### config.mk
export PLATFORM = sky130hd
export DESIGN_NAME = data_bus_adapter_flat
export DESIGN_NICKNAME = d
export VERILOG_FILES = /design/src/rtl/data_bus_adapter_if.sv /design/src/rtl/data_bus_adapter.sv /design/src/flat_wrapper.sv
export SDC_FILE = /design/constraint.sdc
export NUM_CORES = 1
export LEC_CHECK = 0
export CAP_MARGIN = 10
export CORE_MARGIN = 5
export CORE_UTILIZATION = 45
export DETAILED_ROUTE_END_ITERATION = 7
export PLACE_DENSITY = 0.89
export SLEW_MARGIN = 20
export SYNTH_ARGS = -nofsm -noshare
export SYNTH_HDL_FRONTEND = slang
export SYNTH_SLANG_ARGS = --single-unit
### constraint.sdc
create_clock -name i_clk -period 3.5 [get_ports i_clk]
set_clock_uncertainty 0.2 [all_clocks]
set_input_delay 0.525 -clock i_clk [delete_from_list [all_inputs] [get_ports i_clk]]
set_output_delay 0.525 -clock i_clk [all_outputs]
set_load 0.1 [all_outputs]
### src/rtl/data_bus_adapter_if.sv
// data_bus_adapter_if: request/response and system-bus signals of the data bus adapter.
interface data_bus_adapter_if #(
  parameter int ADDR_WIDTH = 32
);
  logic                  i_req_valid;
  logic                  o_req_ready;
  logic [ADDR_WIDTH-1:0] i_req_addr;
  logic [31:0]           i_req_wdata;
  logic [1:0]            i_req_width;
  logic                  i_req_we;
  logic                  i_req_zext;
  logic                  o_resp_valid;
  logic [31:0]           o_resp_rdata;
  logic                  o_resp_err;
  logic                  o_busy;
  logic                  o_bus_cyc;
  logic                  o_bus_stb;
  logic                  o_bus_we;
  logic [ADDR_WIDTH-1:0] o_bus_adr;
  logic [3:0]            o_bus_sel;
  logic [31:0]           o_bus_wdat;
  logic [31:0]           i_bus_rdat;
  logic                  i_bus_ack;
  logic                  i_bus_err;
  modport slave (
    input  i_req_valid, i_req_addr, i_req_wdata, i_req_width, i_req_we, i_req_zext,
    input  i_bus_rdat, i_bus_ack, i_bus_err,
    output o_req_ready, o_resp_valid, o_resp_rdata, o_resp_err, o_busy,
    output o_bus_cyc, o_bus_stb, o_bus_we, o_bus_adr, o_bus_sel, o_bus_wdat
  );
  modport master (
    output i_req_valid, i_req_addr, i_req_wdata, i_req_width, i_req_we, i_req_zext,
    output i_bus_rdat, i_bus_ack, i_bus_err,
    input  o_req_ready, o_resp_valid, o_resp_rdata, o_resp_err, o_busy,
    input  o_bus_cyc, o_bus_stb, o_bus_we, o_bus_adr, o_bus_sel, o_bus_wdat
  );
endinterface

### src/rtl/data_bus_adapter.sv
// data_bus_adapter: turns one core load/store into a single valid/ack bus transfer.
// Define DATA_BUS_TIMEOUT_EN to abort a bus wait after TIMEOUT_CYCLES cycles.
module data_bus_adapter #(
  parameter int ADDR_WIDTH     = 32,
  parameter int TIMEOUT_CYCLES = 255
) (
  input logic               i_clk,
  input logic               i_rst_n,
  data_bus_adapter_if.slave bus
);
  typedef enum logic [1:0] {IDLE, BUS, RESP, ERR} state_t;
  state_t                r_state, w_next;
  logic [ADDR_WIDTH-1:0] r_addr;
  logic [31:0]           r_wdata, r_rdata, w_sh, w_load;
  logic [1:0]            r_width;
  logic                  r_we, r_zext, r_err, w_misalign, w_done, w_timeout;

  assign w_misalign = bus.i_req_width == 2'd0 ||
                      (bus.i_req_width == 2'd2 && bus.i_req_addr[0]) ||
                      (bus.i_req_width == 2'd3 && bus.i_req_addr[1:0] != 2'd0);
  assign w_done = bus.i_bus_ack || bus.i_bus_err || w_timeout;

`ifdef DATA_BUS_TIMEOUT_EN
  logic [7:0] r_cnt;
  always_ff @(posedge i_clk) begin
    if (!i_rst_n || r_state != BUS) r_cnt <= 8'd0;
    else r_cnt <= r_cnt + 8'd1;
  end
  assign w_timeout = r_state == BUS && r_cnt == 8'(TIMEOUT_CYCLES - 1);
`else
  // Limit is always 1..255 here, so this never fires: the bus waits indefinitely.
  assign w_timeout = TIMEOUT_CYCLES == 0;
`endif

  always_ff @(posedge i_clk) begin
    if (!i_rst_n) r_state <= IDLE;
    else r_state <= w_next;
  end

  always_comb begin
    w_next = r_state;
    if (r_state == IDLE && bus.i_req_valid) w_next = w_misalign ? ERR : BUS;
    else if (r_state == BUS && w_done) w_next = RESP;
    else if (r_state == RESP || r_state == ERR) w_next = IDLE;
  end

  assign w_sh   = bus.i_bus_rdat >> {r_addr[1:0], 3'b000};
  assign w_load = r_width == 2'd1 ? {{24{~r_zext & w_sh[7]}}, w_sh[7:0]} :
                  r_width == 2'd2 ? {{16{~r_zext & w_sh[15]}}, w_sh[15:0]} : bus.i_bus_rdat;

  always_ff @(posedge i_clk) begin
    if (!i_rst_n) begin
      r_addr  <= '0;
      r_wdata <= 32'd0;
      r_width <= 2'd0;
      r_we    <= 1'b0;
      r_zext  <= 1'b0;
      r_err   <= 1'b0;
      r_rdata <= 32'd0;
    end else if (r_state == IDLE && bus.i_req_valid) begin
      r_addr  <= bus.i_req_addr;
      r_wdata <= bus.i_req_wdata;
      r_width <= bus.i_req_width;
      r_we    <= bus.i_req_we;
      r_zext  <= bus.i_req_zext;
    end else if (r_state == BUS && w_done) begin
      // Neither ack nor err means the wait timed out; err beats a simultaneous ack.
      r_err   <= bus.i_bus_err || !bus.i_bus_ack;
      r_rdata <= bus.i_bus_ack && !bus.i_bus_err && !r_we ? w_load : 32'd0;
    end
  end

  assign bus.o_req_ready  = r_state == IDLE;
  assign bus.o_busy       = r_state != IDLE;
  assign bus.o_bus_cyc    = r_state == BUS;
  assign bus.o_bus_stb    = r_state == BUS;
  assign bus.o_bus_we     = r_state == BUS && r_we;
  assign bus.o_bus_adr    = {r_addr[ADDR_WIDTH-1:2], 2'b00};
  assign bus.o_bus_sel    = r_state != BUS ? 4'b0000 :
                            r_width == 2'd1 ? 4'b0001 << r_addr[1:0] :
                            r_width == 2'd2 ? 4'b0011 << r_addr[1:0] : 4'b1111;
  assign bus.o_bus_wdat   = r_width == 2'd1 ? {4{r_wdata[7:0]}} :
                            r_width == 2'd2 ? {2{r_wdata[15:0]}} : r_wdata;
  assign bus.o_resp_valid = r_state == RESP || r_state == ERR;
  assign bus.o_resp_err   = r_state == ERR || (r_state == RESP && r_err);
  assign bus.o_resp_rdata = r_state == RESP ? r_rdata : 32'd0;
endmodule

### src/flat_wrapper.sv
// flat-port wrapper written by rule: the top's interface ports become plain ports
module data_bus_adapter_flat 
#(
  parameter int ADDR_WIDTH     = 32,
  parameter int TIMEOUT_CYCLES = 255
)
  (i_clk, i_rst_n, bus_i_req_valid, bus_i_req_addr, bus_i_req_wdata, bus_i_req_width, bus_i_req_we, bus_i_req_zext, bus_i_bus_rdat, bus_i_bus_ack, bus_i_bus_err, bus_o_req_ready, bus_o_resp_valid, bus_o_resp_rdata, bus_o_resp_err, bus_o_busy, bus_o_bus_cyc, bus_o_bus_stb, bus_o_bus_we, bus_o_bus_adr, bus_o_bus_sel, bus_o_bus_wdat);
  data_bus_adapter_if #(.ADDR_WIDTH(ADDR_WIDTH)) bus_i ();
  input logic i_clk;
  input logic i_rst_n;
  input wire logic [$bits(bus_i.i_req_valid)-1:0] bus_i_req_valid;
  input wire logic [$bits(bus_i.i_req_addr)-1:0] bus_i_req_addr;
  input wire logic [$bits(bus_i.i_req_wdata)-1:0] bus_i_req_wdata;
  input wire logic [$bits(bus_i.i_req_width)-1:0] bus_i_req_width;
  input wire logic [$bits(bus_i.i_req_we)-1:0] bus_i_req_we;
  input wire logic [$bits(bus_i.i_req_zext)-1:0] bus_i_req_zext;
  input wire logic [$bits(bus_i.i_bus_rdat)-1:0] bus_i_bus_rdat;
  input wire logic [$bits(bus_i.i_bus_ack)-1:0] bus_i_bus_ack;
  input wire logic [$bits(bus_i.i_bus_err)-1:0] bus_i_bus_err;
  output wire logic [$bits(bus_i.o_req_ready)-1:0] bus_o_req_ready;
  output wire logic [$bits(bus_i.o_resp_valid)-1:0] bus_o_resp_valid;
  output wire logic [$bits(bus_i.o_resp_rdata)-1:0] bus_o_resp_rdata;
  output wire logic [$bits(bus_i.o_resp_err)-1:0] bus_o_resp_err;
  output wire logic [$bits(bus_i.o_busy)-1:0] bus_o_busy;
  output wire logic [$bits(bus_i.o_bus_cyc)-1:0] bus_o_bus_cyc;
  output wire logic [$bits(bus_i.o_bus_stb)-1:0] bus_o_bus_stb;
  output wire logic [$bits(bus_i.o_bus_we)-1:0] bus_o_bus_we;
  output wire logic [$bits(bus_i.o_bus_adr)-1:0] bus_o_bus_adr;
  output wire logic [$bits(bus_i.o_bus_sel)-1:0] bus_o_bus_sel;
  output wire logic [$bits(bus_i.o_bus_wdat)-1:0] bus_o_bus_wdat;
  assign bus_i.i_req_valid = bus_i_req_valid;
  assign bus_i.i_req_addr = bus_i_req_addr;
  assign bus_i.i_req_wdata = bus_i_req_wdata;
  assign bus_i.i_req_width = bus_i_req_width;
  assign bus_i.i_req_we = bus_i_req_we;
  assign bus_i.i_req_zext = bus_i_req_zext;
  assign bus_i.i_bus_rdat = bus_i_bus_rdat;
  assign bus_i.i_bus_ack = bus_i_bus_ack;
  assign bus_i.i_bus_err = bus_i_bus_err;
  assign bus_o_req_ready = bus_i.o_req_ready;
  assign bus_o_resp_valid = bus_i.o_resp_valid;
  assign bus_o_resp_rdata = bus_i.o_resp_rdata;
  assign bus_o_resp_err = bus_i.o_resp_err;
  assign bus_o_busy = bus_i.o_busy;
  assign bus_o_bus_cyc = bus_i.o_bus_cyc;
  assign bus_o_bus_stb = bus_i.o_bus_stb;
  assign bus_o_bus_we = bus_i.o_bus_we;
  assign bus_o_bus_adr = bus_i.o_bus_adr;
  assign bus_o_bus_sel = bus_i.o_bus_sel;
  assign bus_o_bus_wdat = bus_i.o_bus_wdat;
  data_bus_adapter #(.ADDR_WIDTH(ADDR_WIDTH), .TIMEOUT_CYCLES(TIMEOUT_CYCLES)) u_core (.i_clk(i_clk), .i_rst_n(i_rst_n), .bus(bus_i));
endmodule
Word level (Yosys, flattened, before mapping)
Index checks and enable logic that the tools add are counted.
{ "totals": {"word_cells": 59, "output_inout_bits": 107, "regBits": 103, "input_bits": 105} }
{ "op_classes": {"muxes": 13, "eq_ne": 8, "n_reduce_logical": 23, "shifts": 3, "n_bitwise": 4} }
{ "op_table": {"columns": ["op", "n"], "rows": [
  ["2-to-1 mux 32 bit", 6],
  [">> shifter 32 x 5 -> 16 bit", 1],
  ["2-to-1 mux 4 bit", 3],
  ["equality test 2 bit, second input constant", 5],
  ["logical AND 1 bit", 8],
  ["2-to-1 mux 2 bit", 4],
  ["logical OR 1 bit", 6],
  ["equality test 2 x 1 -> 1 bit, second input constant", 2],
  ["zero test 2 bit", 2],
  ["nonzero test 2 bit", 2],
  ["left shift 1 x 2 -> 4 bit, first input constant", 1],
  ["left shift 2 x 2 -> 4 bit, first input constant", 1],
  ["zero test 1 bit", 3],
  ["nonzero test 3 bit", 1],
  ["bitwise AND 1 bit", 2],
  ["inequality test 2 x 1 -> 1 bit, second input constant", 1],
  ["inverter 1 bit", 2],
  ["AND reduction 2 bit", 1]
]} }

Depth between registers and ports, before layout
{ "logic_depth": {"depth_word": 6, "mapped_depth": 6, "ltp_nobuf": 5} }

Worst setup path before layout
OpenSTA, ideal clock, no wires.
{ "synth_path": {"path_type": "reg-to-output", "startpoint": "register u_core.r_state[0]", "endpoint": "output port bus_o_busy", "path_stages_with_launch": 3, "required_ns": 2.775, "path_buffers": 0, "setup_slack_ns": 0.154, "t_arrival_ns": 2.621, "path_cell_list": "dfxtp_1 -> nor2_1 -> inv_1"} }
{ "synth_between": {"elab_chain_len": 1} }
{ "synth_rtl": {"columns": ["item", "line_no", "source"], "rows": [
  ["start, declared", "data_bus_adapter.sv:12", "state_t r_state, w_next;"],
  ["start signal, assigned", "data_bus_adapter.sv:37", "else r_state <= w_next;"],
  ["nonzero test 2 bit", "data_bus_adapter.sv:74", "assign bus.o_busy = r_state != IDLE;"],
  ["end, declared", "flat_wrapper.sv:24", "output wire logic [$bits(bus_i.o_busy)-1:0] bus_o_busy;"]
]} }
Every way passes these cells.

Worst setup path after layout
{ "layout_path": {"startpoint": "register u_core.r_width[0]", "endpoint": "output port bus_o_bus_wdat[24]"} }
{ "layout_between": {"elab_chain_len": 3, "word_cells_on_any_way": 4, "cone_classes": "eq/ne: 2; mux: 2"} }
{ "layout_rtl": {"columns": ["item", "line_no", "source"], "rows": [
  ["start, declared", "data_bus_adapter.sv:15", "logic [1:0] r_width;"],
  ["start signal, assigned", "data_bus_adapter.sv:63", "r_width <= bus.i_req_width;"],
  ["equality test 2 bit", "data_bus_adapter.sv:83", "r_width == 2'd2 ? {2{r_wdata[15:0]}} : r_wdata;"],
  ["2-to-1 mux 32 bit", "data_bus_adapter.sv:83", null],
  ["2-to-1 mux 32 bit *", "data_bus_adapter.sv:82", "assign bus.o_bus_wdat = r_width == 2'd1 ? {4{r_wdata[7:0]}} :"],
  ["end, declared", "flat_wrapper.sv:30", "output wire logic [$bits(bus_i.o_bus_wdat)-1:0] bus_o_bus_wdat;"]
]} }
Mark *: on every way between the ends. The rest lies on a longest branch, timed or not.

==> flow_metrics.tcl <==
set metrics [dict create \
    worst_pin_slew_ps 999.5 \
    grt_first_pass_wirelength_um 27900 \
    cts_resized 0 \
    worstSetupStartpointType "register" \
    vias 5140 \
    core-area_um2 11470 \
    multi_input_area_um2 2731 \
    dp.final_hpwl_um 13240 \
    setup_viol 0 \
    critPathMaxStageDelay_ps 470 \
    yosysWarnings 0 \
    worstHoldStart "u_core.r_rdata[2]" \
    switching_share_pct 36.81 \
    synth_seq_cells 103 \
    drt_iter0_markers 372 \
    run_status "finished, final reports clean" \
    numCtsBuffers 9 \
    p_switching_w 0.001337 \
    fillCellCount 805 \
    io_pins 212 \
    cts.sinks 103 \
    worstHoldPathType "reg -> reg" \
    nNetsFinal 901 \
    cpMaxStageDelayCell "nand2_1" \
    clkPwrFrac_pct 29.9 \
    synth_area_um2 5296 \
    internal_power_w 0.002295 \
    initial_core_util_pct 46.19 \
    drc_errors 0 \
    dieArea_um2 14040 \
    cts_setup_buffers 0 \
    crit_chain "buf_4, nand2b_1, buf_4, nand2_1, nor2_1, nor2_1, buf_12" \
    vdd_drop_max_mv 0.3819 \
    fmax_mhz 334.1 \
    post_drt_wl_per_cell_um 18.45 \
    async_reset_ff_share_pct 0 \
    synth_most_common_cell "nand2_1" \
    hold_end "u_core.r_rdata[2]" \
    hold_viol 0 \
    cts_root_buf "clkbuf_16" \
    hold_buffers 0 \
    leakagePower_nw 3.118 \
    period_minus_slack_ps 2993 \
    gpl.final_weighted_congestion 0.9137 \
    die_h_um 118.5 \
    critPathArrivalTime_ps 2270 \
    overflow 0 \
    ys.flop_type "dfxtp_1" \
    endpoint_kind "output pin" \
    synth.top_cell.area_share_pct 38.93 \
    ant_nets 0 \
    power.share.combinational_pct 34.5 \
    avgSynthCellArea_um2 8.199 \
    maxCapViolCount 0 \
    dr.pass1.iters 5 \
    grt_pass1_vias 5341 \
    regArea_um2 2062 \
    slew_violations 0 \
    htree_num_levels 3 \
    holdPathStages 2 \
    crit_required_ps 2770 \
    path_buf_inv 3 \
    worstSetupPathType "reg -> out" \
    clk_pin_slew_ps 70 \
    yosys-top-cells-count "nand2_1, dfxtp_1, a21boi_0" \
    drive_gt1_share_pct 16.06 \
    yosys.area.top_type "dfxtp_1" \
    die_w_um 118.5 \
    synthDistinctLibCells 49 \
    area_growth_pct 51.85 \
    synth_area_leaders "dfxtp_1, nand2_1, a21boi_0, buf_4, and2_1" \
    final.setup.tns_ps 0 \
    reg2reg_depth 4 \
    port_buffers 209 \
    slew_headroom_pct 33.16 \
    insertion_delay_ps 340 \
    ys_seq_area_share_pct 38.93 \
    cts_buffer_depth 2 \
    antenna_found_initial 0 \
    via_per_inst 5.468 \
    grt_usage_pct 24.29 \
    totalWireLength_um 17350 \
    rsz0062_at_grt "no" \
    synth_edf_count 0 \
    path_delay_family "simple AND/OR/NAND/NOR gates" \
    grt_max_degree 79 \
    rr_endpoint "u_core.r_rdata[22]" \
    num_rows 39 \
    antenna_cells 0 \
    path_max_fanout 22 \
    synth_cells 646 \
    seqPwrFrac_pct 35.6 \
    min_period_over_period_pct 85.53 \
    hold-worst-slack_ps 261.4 \
    reg2reg_slack_ps 800 \
    timing.rr.start "u_core.r_addr[0]" \
    cts_tree "yes" \
    power_density_nw_per_um2 451.6 \
]
[through the flow]
stage | worst slack [ps] | area [um^2] | instances | total power, W | util [%]
global route | 318.6 | 8043 | 940 | 0.003762 | 70.14
finish | 506.6 | 8043 | 940 | 0.003632 | 70.14
global placement | 835.8 | 7719 | 924 | 0.002545 | 67.31
CTS | 489.3 | 8043 | 940 | 0.003646 | 70.14
detailed placement | 732.0 | 7719 | 924 | 0.002569 | 67.31
floorplan | 154.3 | 5300 | 647 | 0.002155 | -
[cell type report]
| class | count | area share, % |
|---|---|---|
| Clock buffer | 11 | 3.018 |
| Multi-Input combinational cell | 452 | 33.96 |
| Timing Repair Buffer | 221 | 33.91 |
| Sequential cell | 103 | 25.64 |
| Clock inverter | 5 | 1.011 |
| Tap cell | 143 | 2.225 |
| Inverter | 5 | 0.2334 |
[layer usage]
layer  part of all wire [%]  GRT usage (%)  vias up
met5                      0              0        -
met4                    3.0          9.851        0
met3                    9.7          7.880       34
met2                     48          41.53      255
met1                     39          28.07     2392
li1                       -              -     2459
[power by group through the flow]
stage	clock network [W]	registers, W	logic [W]
global placement	0	0.00131	0.00123
CTS	0.00110	0.00129	0.00126
floorplan	0	0.00129	0.000861
detailed placement	0	0.00132	0.00125
finish	0.00109	0.00129	0.00125
global route	0.00115	0.00130	0.00131
[worst max path at each step]
stage | startpoint | endpoint | slack [ps] | cells past startpoint
after floorplan | u_core.r_state[0] | bus_o_busy | 150 | 2
after global placement | bus_i_bus_rdat[23] | u_core.r_rdata[28] | 840 | 5
after detailed placement | bus_i_bus_ack | u_core.r_rdata[23] | 730 | 5
after CTS | u_core.r_width[0] | bus_o_bus_wdat[29] | 490 | 7
after global routing | u_core.r_width[0] | bus_o_bus_wdat[29] | 320 | 7
final | u_core.r_width[0] | bus_o_bus_wdat[24] | 510 | 7
[cells in the final DEF (no fill, tap or decap), drive strengths merged, types with 16 or more instances in the layout]
cell type,n
a21boi,76
a221o,16
nor2,31
dfxtp,103
clkdlybuf4s50,133
nand2,177
o22ai,16
and2,36
buf,88
[worst min-delay path, stage by stage (launching register included)]
cell      delay [ps]
dfxtp_1          310
nand2_1           50
a21boi_0          60
[sequential cells by signal, summed over array words and instances, names as in the netlist]
signal	cells
u_core.r_zext	1
u_core.r_width	2
u_core.r_err	1
u_core.r_addr	32
u_core.r_wdata	32
u_core.r_we	1
u_core.r_rdata	32
u_core.r_state	2
[kinds of logic after synthesis]
kind of cell / share of synthesized area (%)
flops: 38.93
xor+xnor: 0.1654
mux: 4.205
other cells: 0.07080
fa+ha+maj: 0.9450
simple gates: 22.35
buf+inv: 9.780
compound gates: 23.55
No activity file was read; power rests on OpenSTA's default activity.
